## src/rtl/if_id_queue_if.sv

```systemverilog
// if_id_queue_if: handshake and redirect bundle between IF, the IF/ID queue and ID.
//   in_valid/in_ready/in_instr/in_pc    : IF -> queue beat
//   out_valid/out_ready/out_instr/out_pc: queue -> ID beat
//   flush                               : execute-stage discard request
//   redirect/redirect_pc                : queue -> IF early branch redirect
// Modports: master = environment (IF/ID/EX side), slave = the queue.
interface if_id_queue_if;
   logic        in_valid;
   logic        in_ready;
   logic [31:0] in_instr;
   logic [31:0] in_pc;
   logic        out_valid;
   logic        out_ready;
   logic [31:0] out_instr;
   logic [31:0] out_pc;
   logic        flush;
   logic        redirect;
   logic [31:0] redirect_pc;

   modport master (
      output in_valid, in_instr, in_pc, out_ready, flush,
      input  in_ready, out_valid, out_instr, out_pc, redirect, redirect_pc
   );

   modport slave (
      input  in_valid, in_instr, in_pc, out_ready, flush,
      output in_ready, out_valid, out_instr, out_pc, redirect, redirect_pc
   );
endinterface

```

## src/rtl/if_id_queue.sv

```systemverilog
// if_id_queue: two-entry IF->ID instruction queue with early resolution of
// unconditional relative branches and execute-stage flush.
// Ports:
//   clk    : clock, rising edge
//   rst    : asynchronous active-high reset
//   q_io   : if_id_queue_if.slave (IF beat in, ID beat out, flush in, redirect out)
// Parameter:
//   BR_OP  : instr[31:26] opcode of an unconditional relative branch
module if_id_queue #(
   parameter logic [5:0] BR_OP = 6'b110000
) (
   input logic           clk,
   input logic           rst,
   if_id_queue_if.slave  q_io
);

   logic [31:0] instr_q [2];
   logic [31:0] pc_q    [2];
   logic        head_q, head_d;
   logic [1:0]  count_q, count_d;
   logic        redirect_q, redirect_d;
   logic [31:0] redirect_pc_q, redirect_pc_d;

   logic        accept;
   logic        is_branch;
   logic        live;
   logic        push;
   logic        pop;
   logic        br_take;
   logic        tail;
   logic [31:0] br_target;

   assign accept    = q_io.in_valid && q_io.in_ready;
   assign is_branch = (q_io.in_instr[31:26] == BR_OP);
   // Beats accepted under flush or in the redirect shadow are wrong-path.
   assign live      = accept && !q_io.flush && !redirect_q;
   assign push      = live && !is_branch;
   assign br_take   = live && is_branch;
   assign pop       = (count_q != 2'd0) && q_io.out_ready && !q_io.flush;
   // First free slot; with count 1 and a pop this is the slot the head moves to.
   assign tail      = head_q ^ count_q[0];
   assign br_target = q_io.in_pc + {{14{q_io.in_instr[15]}}, q_io.in_instr[15:0], 2'b00};

   always_comb begin
      count_d       = count_q;
      head_d        = head_q;
      redirect_d    = 1'b0;
      redirect_pc_d = redirect_pc_q;
      if (q_io.flush) begin
         count_d = 2'd0;
         head_d  = 1'b0;
      end else begin
         unique case ({push, pop})
            2'b10:   count_d = count_q + 2'd1;
            2'b01:   count_d = count_q - 2'd1;
            default: count_d = count_q;
         endcase
         if (pop) begin
            head_d = ~head_q;
         end
         if (br_take) begin
            redirect_d    = 1'b1;
            redirect_pc_d = br_target;
         end
      end
   end

   always_ff @(posedge clk or posedge rst) begin
      if (rst) begin
         count_q       <= 2'd0;
         head_q        <= 1'b0;
         redirect_q    <= 1'b0;
         redirect_pc_q <= 32'd0;
      end else begin
         count_q       <= count_d;
         head_q        <= head_d;
         redirect_q    <= redirect_d;
         redirect_pc_q <= redirect_pc_d;
      end
   end

   always_ff @(posedge clk or posedge rst) begin
      if (rst) begin
         instr_q[0] <= 32'd0;
         instr_q[1] <= 32'd0;
         pc_q[0]    <= 32'd0;
         pc_q[1]    <= 32'd0;
      end else if (push) begin
         instr_q[tail] <= q_io.in_instr;
         pc_q[tail]    <= q_io.in_pc;
      end
   end

   always_comb begin
      q_io.in_ready    = (count_q != 2'd2);
      q_io.out_valid   = (count_q != 2'd0);
      // Stale storage is masked so an empty queue always reads zero.
      q_io.out_instr   = q_io.out_valid ? instr_q[head_q] : 32'd0;
      q_io.out_pc      = q_io.out_valid ? pc_q[head_q] : 32'd0;
      q_io.redirect    = redirect_q;
      q_io.redirect_pc = redirect_pc_q;
   end

endmodule

```

## src/flat_wrapper.sv

```systemverilog
// flat-port wrapper written by rule: the top's interface ports become plain ports
module if_id_queue_flat 
#(
   parameter logic [5:0] BR_OP = 6'b110000
)
  (clk, rst, q_io_in_valid, q_io_in_instr, q_io_in_pc, q_io_out_ready, q_io_flush, q_io_in_ready, q_io_out_valid, q_io_out_instr, q_io_out_pc, q_io_redirect, q_io_redirect_pc);
  if_id_queue_if q_io_i ();
  input logic clk;
  input logic rst;
  input wire logic [$bits(q_io_i.in_valid)-1:0] q_io_in_valid;
  input wire logic [$bits(q_io_i.in_instr)-1:0] q_io_in_instr;
  input wire logic [$bits(q_io_i.in_pc)-1:0] q_io_in_pc;
  input wire logic [$bits(q_io_i.out_ready)-1:0] q_io_out_ready;
  input wire logic [$bits(q_io_i.flush)-1:0] q_io_flush;
  output wire logic [$bits(q_io_i.in_ready)-1:0] q_io_in_ready;
  output wire logic [$bits(q_io_i.out_valid)-1:0] q_io_out_valid;
  output wire logic [$bits(q_io_i.out_instr)-1:0] q_io_out_instr;
  output wire logic [$bits(q_io_i.out_pc)-1:0] q_io_out_pc;
  output wire logic [$bits(q_io_i.redirect)-1:0] q_io_redirect;
  output wire logic [$bits(q_io_i.redirect_pc)-1:0] q_io_redirect_pc;
  assign q_io_i.in_valid = q_io_in_valid;
  assign q_io_i.in_instr = q_io_in_instr;
  assign q_io_i.in_pc = q_io_in_pc;
  assign q_io_i.out_ready = q_io_out_ready;
  assign q_io_i.flush = q_io_flush;
  assign q_io_in_ready = q_io_i.in_ready;
  assign q_io_out_valid = q_io_i.out_valid;
  assign q_io_out_instr = q_io_i.out_instr;
  assign q_io_out_pc = q_io_i.out_pc;
  assign q_io_redirect = q_io_i.redirect;
  assign q_io_redirect_pc = q_io_i.redirect_pc;
  if_id_queue #(.BR_OP(BR_OP)) u_core (.clk(clk), .rst(rst), .q_io(q_io_i));
endmodule
```

## config.mk

```make
export PLATFORM = sky130hd
export DESIGN_NAME = if_id_queue_flat
export DESIGN_NICKNAME = d
export VERILOG_FILES = /design/src/rtl/if_id_queue_if.sv /design/src/rtl/if_id_queue.sv /design/src/flat_wrapper.sv
export SDC_FILE = /design/constraint.sdc
export NUM_CORES = 1
export LEC_CHECK = 0
export ABC_AREA = 1
export ABC_CLOCK_PERIOD_IN_PS = 13500
export CAP_MARGIN = 25
export CORE_MARGIN = 2
export CORE_UTILIZATION = 42
export CTS_CLUSTER_DIAMETER = 100
export DETAILED_ROUTE_END_ITERATION = 8
export MAX_ROUTING_LAYER = met4
export PLACE_DENSITY = 0.66
export SLEW_MARGIN = 20
export SYNTH_ARGS = -nofsm -noshare
export SYNTH_HDL_FRONTEND = slang
export SYNTH_SLANG_ARGS = --single-unit
```

## constraint.sdc

```tcl
create_clock -name clk -period 13.5 [get_ports clk]
set_input_delay 2.7 -clock clk [delete_from_list [all_inputs] [get_ports clk]]
set_output_delay 2.7 -clock clk [all_outputs]
set_load 0.005 [all_outputs]
```

==> impl_metrics.env, run 1 <==
export IMPL_syn_to_final_growth_pct=25.44
export IMPL_cts_htree_levels=4
export IMPL_ys_top_cells_by_area="dfrtp_1, nand2_1, o21ai_0, inv_1, a21oi_1"
export IMPL_cp_max_fo=57
export IMPL_post_drt_wl_per_cell_um=15.79
export IMPL_tns_ps=0
export IMPL_wirelength_mm=27.80
export IMPL_gr_total_overflow=0
export IMPL_yosysSeqAreaShare_pct=43.55
export IMPL_ctsLongestPathBuffers=2
export IMPL_route_detailed_drc=0
export IMPL_viasPerCell=5.040
export IMPL_place_ws_ps=7705
export IMPL_fin_crit_ps=5594
export IMPL_hold_viol_final=0
export IMPL_place_gp_congestion=0.9502
export IMPL_layout_common_cells="nand2_1, o21ai_0, clkdlybuf4s50_1"
export IMPL_via_count=8875
export IMPL_period_share_pct=41.44
export IMPL_min_from="u_core.q_io.redirect_pc[29]"
export IMPL_leakagePower_nw=5.868
export IMPL_io_pins=168
export IMPL_ctsResizeCount=0
export IMPL_grt_use_met3_pct=4.059
export IMPL_syn_area_um2=9423
export IMPL_setup_slack_ps=7906
export IMPL_grt_max_degree=97
export IMPL_synth_edf_count=0
export IMPL_core_area_um2=21890
export IMPL_crit_chain="buf_4, o21ai_0, a21oi_1, clkdlybuf4s50_1"
export IMPL_placedCellCount=1729
export IMPL_rsz0062_at_grt="false"
export IMPL_cp_required_ps=10800
export IMPL_clk_pin_slew_ps=70
export IMPL_netlist_instances=1335
export IMPL_met1_usage_pct=33.36
export IMPL_synth_area_leader_cell="dfrtp_1"
export IMPL_ys_ff_latch=164
export IMPL_grtUsageTotal_pct=24.20
export IMPL_rrSetupSlack_ps=10190
export IMPL_r2r_end="u_core.pc_q[15]"
export IMPL_hold_buffers=0
export IMPL_min_to="u_core.q_io.redirect_pc[29]"
export IMPL_hold_path_depth=2
export IMPL_drt_iter0_markers=582
export IMPL_start_util_pct=43.04
export IMPL_status="completed"
export IMPL_layout_drive_gt1_share_pct=3.378
export IMPL_worst_skew_pair_late_latency_ps=430
export IMPL_fin_cells=1761
export IMPL_cts_root_buf="clkbuf_16"
export IMPL_critPathLaunchType="register"
export IMPL_slew_viol_final=0
export IMPL_yosys_area_top_type_share_pct=43.55
export IMPL_io_buffer_count=167
export IMPL_grt_pass1_vias=8453
export IMPL_max_stage_delay_ps=890
export IMPL_power_mw=1.832
export IMPL_ir_drop_mv=0.08150
export IMPL_finClkSkew_ps=12.02
export IMPL_dr_pass1_iters=8
export IMPL_synth_net_count=1434
export IMPL_critPathCaptureType="output pin"
export IMPL_power_density_nw_per_um2=155.0
export IMPL_ant_nets=0
export IMPL_nets=1567
export IMPL_grt_busiest_layer="met2"
export IMPL_cp_slowest_cell="dfrtp_2"
export IMPL_layout_commonest_cell="nand2_1"
export IMPL_cts_tree="done"
export IMPL_die_w_um=153.8
export IMPL_dp_hpwl_mm=19.01
export IMPL_post_cts_setup_buffers=0
export IMPL_antenna_found_initial=1
export IMPL_met2_usage_pct=37.50
export IMPL_maxCapViolations=0
export IMPL_r2r_start="u_core.head_q"
export IMPL_grt_pass1_wl_mm=44.63
export IMPL_hp_class="register to register"
export IMPL_worst_r2r_path_depth=6
export IMPL_die_area_um2=23650
export IMPL_slew_headroom_pct=35.04
export IMPL_synthDistinctLibCells=35
export IMPL_yosys_warnings=0
export IMPL_num_rows=54
export IMPL_synthArstFlopShare_pct=100.0
export IMPL_arrival_ps=2890
export IMPL_clock_sinks=164
export IMPL_syn_area_per_cell_um2=7.058
export IMPL_crit_type="register to output pin"
export IMPL_synthFlopType="dfrtp_1"
export IMPL_tightest_slew_ps=974.4
export IMPL_fin_util_pct=54.00
export IMPL_max_freq_mhz=178.8
export IMPL_setup_viol=0
export IMPL_fp_dieH_um=153.8
export IMPL_cts_buffers=17
-- area by class of cell --
cell class                      instances  area, µm²
Clock inverter                         10      146.4
Antenna cell                            1      2.502
Multi-Input combinational cell        970       4476
Inverter                              139      526.8
Fill cell                            2144      10070
Tap cell                              280      350.3
Sequential cell                       164       4105
Timing Repair Buffer                  176       1763
Clock buffer                           21      450.4
-- flip-flops by register name (all words and copies together) (netlist names) --
signal	flops
u_core.pc_q	64
u_core.q_io.redirect	1
u_core.head_q	1
u_core.instr_q	64
u_core.count_q	2
u_core.q_io.redirect_pc	32
-- Yosys cell counts, types with 2 or more instances --
master,instances
buf_2,9
nand3_1,50
nand2_1,541
clkbuf_2,7
ha_1,29
nor3_1,2
o21ai_0,173
buf_1,3
inv_1,137
nand3b_1,3
dfrtp_1,164
o21bai_1,4
a21oi_1,93
o21a_1,3
inv_2,2
buf_6,9
clkbuf_1,33
xnor2_1,6
nand4_1,4
nor2_1,48
-- logic make-up (layout without fill, tap and decap cells) --
group | count (synthesis) | count (layout) | synth area share [%]
adders and majority gates | 30 | 30 | 4.063
DFF | 164 | 164 | 43.55
other | 0 | 1 | 0
buffers and inverters | 201 | 346 | 8.976
AOI/OAI and AO/OA | 275 | 275 | 14.85
and+or+nand+nor | 657 | 657 | 27.74
xor gates and xnor gates | 8 | 8 | 0.8233
-- critical path: cells and delay by family (launching register included) --
kind,cells,cell delay [ps]
buf+inv,2,1170
flops,1,890
compound gates,2,370
-- per-stage QoR --
step	instance area (µm²)	hold WS (ps)
global route	11820	501.3
global placement	11190	463.1
CTS	11810	488.2
floorplan	9423	457.1
finish	11820	483.1
detailed placement	11220	464.1
-- how the worst max path moves through the flow --
stage	startpoint	end	slack (ps)
after global placement	q_io_in_instr[31]	u_core.q_io.redirect_pc[18]	7770
after global routing	u_core.head_q	q_io_out_pc[19]	7730
after floorplan	rst	u_core.count_q[0]	6370
after CTS	u_core.head_q	q_io_out_pc[19]	7900
after detailed placement	q_io_in_instr[31]	u_core.q_io.redirect_pc[18]	7710
final	u_core.head_q	q_io_out_pc[20]	7910
-- layer usage --
| metal | vias up | wire [µm] |
|---|---|---|
| li1 | 4482 | - |
| met1 | 4132 | 13150 |
| met2 | 239 | 12920 |
| met3 | 22 | 1364 |
| met4 | 0 | 365 |
| met5 | - | 0 |
-- report_power, final --
part	total [mW]	internal, mW	switching [mW]	leakage, nW
combinational	0.582	0.248	0.333	3.51
clock	0.505	0.298	0.207	0.289
sequential	0.746	0.667	0.0791	2.07
total	1.83	1.21	0.619	5.87
Note: power is estimated with default switching activity, not from simulation.
==> run 2, diff against run 1 <==
Settings changed: ABC_CLOCK_PERIOD_IN_PS 13500 to 5800.
Clock period 13.5 ns to 5.8 ns, I/O delays scaled along.
==> run 2 against run 1 <==
Net effect: setup slack got worse by 6200 ps; power increased by 120%; wire length decreased by 2.1%; combinational power increased by 130%; global-route usage about the same; die area unchanged; cell count increased by 0.17%; clock skew decreased by 6.7 ps; register-to-register slack got worse by 7900 ps; clock power increased by 110%; largest cell class unchanged; highest routed layer unchanged.
==> impl_metrics.env, run 2 (same netlist as run 1, synthesis figures left out) <==
export IMPL_max_stage_delay_ps=720
export IMPL_fp_dieH_um=153.8
export IMPL_cts_tree="done"
export IMPL_swShare_pct=35.03
export IMPL_setup_viol=0
export IMPL_dpl_instance_area_um2=11220
export IMPL_cts_root_buf="clkbuf_16"
export IMPL_slew_headroom_pct=34.80
export IMPL_power_mw=4.113
export IMPL_start_util_pct=43.04
export IMPL_place_gp_congestion=0.9382
export IMPL_drt_iter0_markers=593
export IMPL_arrival_ps=2920
export IMPL_layout_area_seq_um2=4105
export IMPL_fin_crit_ps=4079
export IMPL_grtUsageTotal_pct=24.17
export IMPL_max_freq_mhz=245.2
export IMPL_tns_ps=0
export IMPL_cp_slowest_cell="dfrtp_2"
export IMPL_nets=1570
export IMPL_dr_pass1_iters=5
export IMPL_crit_chain="buf_4, inv_1, buf_4, nand2_1, a21oi_1, clkdlybuf4s50_1"
export IMPL_ctsLongestPathBuffers=2
export IMPL_leakagePower_nw=5.839
export IMPL_whs_ps=486.0
export IMPL_worst_skew_pair_late_latency_ps=430
export IMPL_route_detailed_drc=0
export IMPL_critPathLaunchType="register"
export IMPL_cp_required_ps=4640
export IMPL_clock_sinks=164
export IMPL_crit_buf_inv=4
export IMPL_syn_to_final_growth_pct=24.75
export IMPL_min_to="u_core.q_io.redirect_pc[19]"
export IMPL_final_area_um2=11760
export IMPL_num_rows=54
export IMPL_io_buffer_count=167
export IMPL_ctsResizeCount=0
export IMPL_viasPerCell=5.046
export IMPL_pwr_share_seq_pct=42.1
export IMPL_fin_util_pct=53.70
export IMPL_io_pins=168
export IMPL_post_cts_setup_buffers=0
export IMPL_grt_max_degree=97
export IMPL_ir_drop_mv=0.2003
export IMPL_cts_buffers=17
export IMPL_power_density_nw_per_um2=349.9
export IMPL_maxCapViolations=0
export IMPL_power_share_clock_pct=25.6
export IMPL_hold_buffers=0
export IMPL_grt_pass1_vias=8465
export IMPL_combPwrFrac_pct=32.3
export IMPL_hp_class="register to register"
export IMPL_via_count=8901
export IMPL_crit_type="register to output pin"
export IMPL_r2r_start="u_core.head_q"
export IMPL_min_from="u_core.q_io.redirect_pc[19]"
export IMPL_wirelength_mm=27.22
export IMPL_tightest_slew_ps=978.0
export IMPL_die_w_um=153.8
export IMPL_rsz0062_at_grt="false"
export IMPL_layout_commonest_cell="nand2_1"
export IMPL_internal_power_mw=2.672
export IMPL_dp_hpwl_mm=18.75
export IMPL_gr_total_overflow=0
export IMPL_layout_drive_gt1_share_pct=3.774
export IMPL_fillers=2195
export IMPL_hold_path_depth=2
export IMPL_crit_family="buffers and inverters"
export IMPL_antenna_found_initial=0
export IMPL_period_share_pct=70.32
export IMPL_layout_common_cells="nand2_1, o21ai_0, clkdlybuf4s50_1"
export IMPL_ant_nets=0
export IMPL_cts_htree_levels=4
export IMPL_r2r_end="u_core.instr_q[55]"
export IMPL_clk_pin_slew_ps=70
export IMPL_cp_max_fo=45
export IMPL_finClkSkew_ps=5.352
export IMPL_antenna_cells=0
export IMPL_critPathCaptureType="output pin"
export IMPL_grt_pass1_wl_mm=44.74
export IMPL_crit_top_cell="buf_4"
export IMPL_status="completed"
export IMPL_power_switching_mw=1.441
export IMPL_post_drt_wl_per_cell_um=15.43
export IMPL_die_area_um2=23650
export IMPL_slew_viol_final=0
export IMPL_core_area_um2=21890
export IMPL_worst_r2r_path_depth=6
export IMPL_hold_viol_final=0
export IMPL_rrSetupSlack_ps=2270
export IMPL_multiInputGateArea_um2=4476
run 2: cell types whose count changed in the layout (fill, tap and decap cells not counted), moves of 2 or more:
cell,change
bufinv_16,-3
clkinvlp_4,+3
buf_4,+5
clkbuf_1,-2
clkinv_2,+4
run 2: power groups by stage:
stage	clock [mW]	combinational, mW	sequential [mW]
finish	1.05	1.33	1.73
global route	1.11	1.52	1.79
CTS	1.07	1.34	1.73
detailed placement	0	1.33	1.75
global placement	0	1.31	1.74
floorplan	0	0.816	1.70
run 2: worst max-delay path by stage:
stage	endpoint	start	cells past startpoint	slack, ps
finish	q_io_out_instr[12]	u_core.head_q	6	1720
global route	q_io_out_instr[23]	u_core.head_q	6	1540
CTS	q_io_out_instr[9]	u_core.head_q	6	1720
detailed placement	u_core.pc_q[26]	q_io_flush	6	1700
global placement	u_core.instr_q[47]	q_io_in_instr[31]	9	1760
floorplan	u_core.count_q[0]	rst	1	210
run 2: area by class of cell:
class / instances / area share [%]
clock buffer: 18 / 3.651
clock inverter: 14 / 0.8941
inverter: 139 / 4.492
multi-input combinational: 970 / 38.07
sequential: 164 / 34.92
tap: 280 / 2.980
timing repair buffer: 179 / 14.99
run 2: worst min-delay path, cell delays in order (launching register included):
cell	delay, ps
dfrtp_1	350
nand2_1	50
nand2_1	50
run 2: metal layers:
metal	vias up	track usage [%]	part of all wire [%]
li1	4492	-	-
met1	4168	33.64	48
met2	215	37.67	46
met3	26	3.467	4.5
met4	0	5.592	1.3
met5	-	-	0
run 2: metrics by stage:
stage,worst slack (ps),std cells
final,1721,1764
after global placement,1756,1732
after floorplan,206.7,1335
after CTS,1718,1764
after detailed placement,1697,1732
after global routing,1545,1764
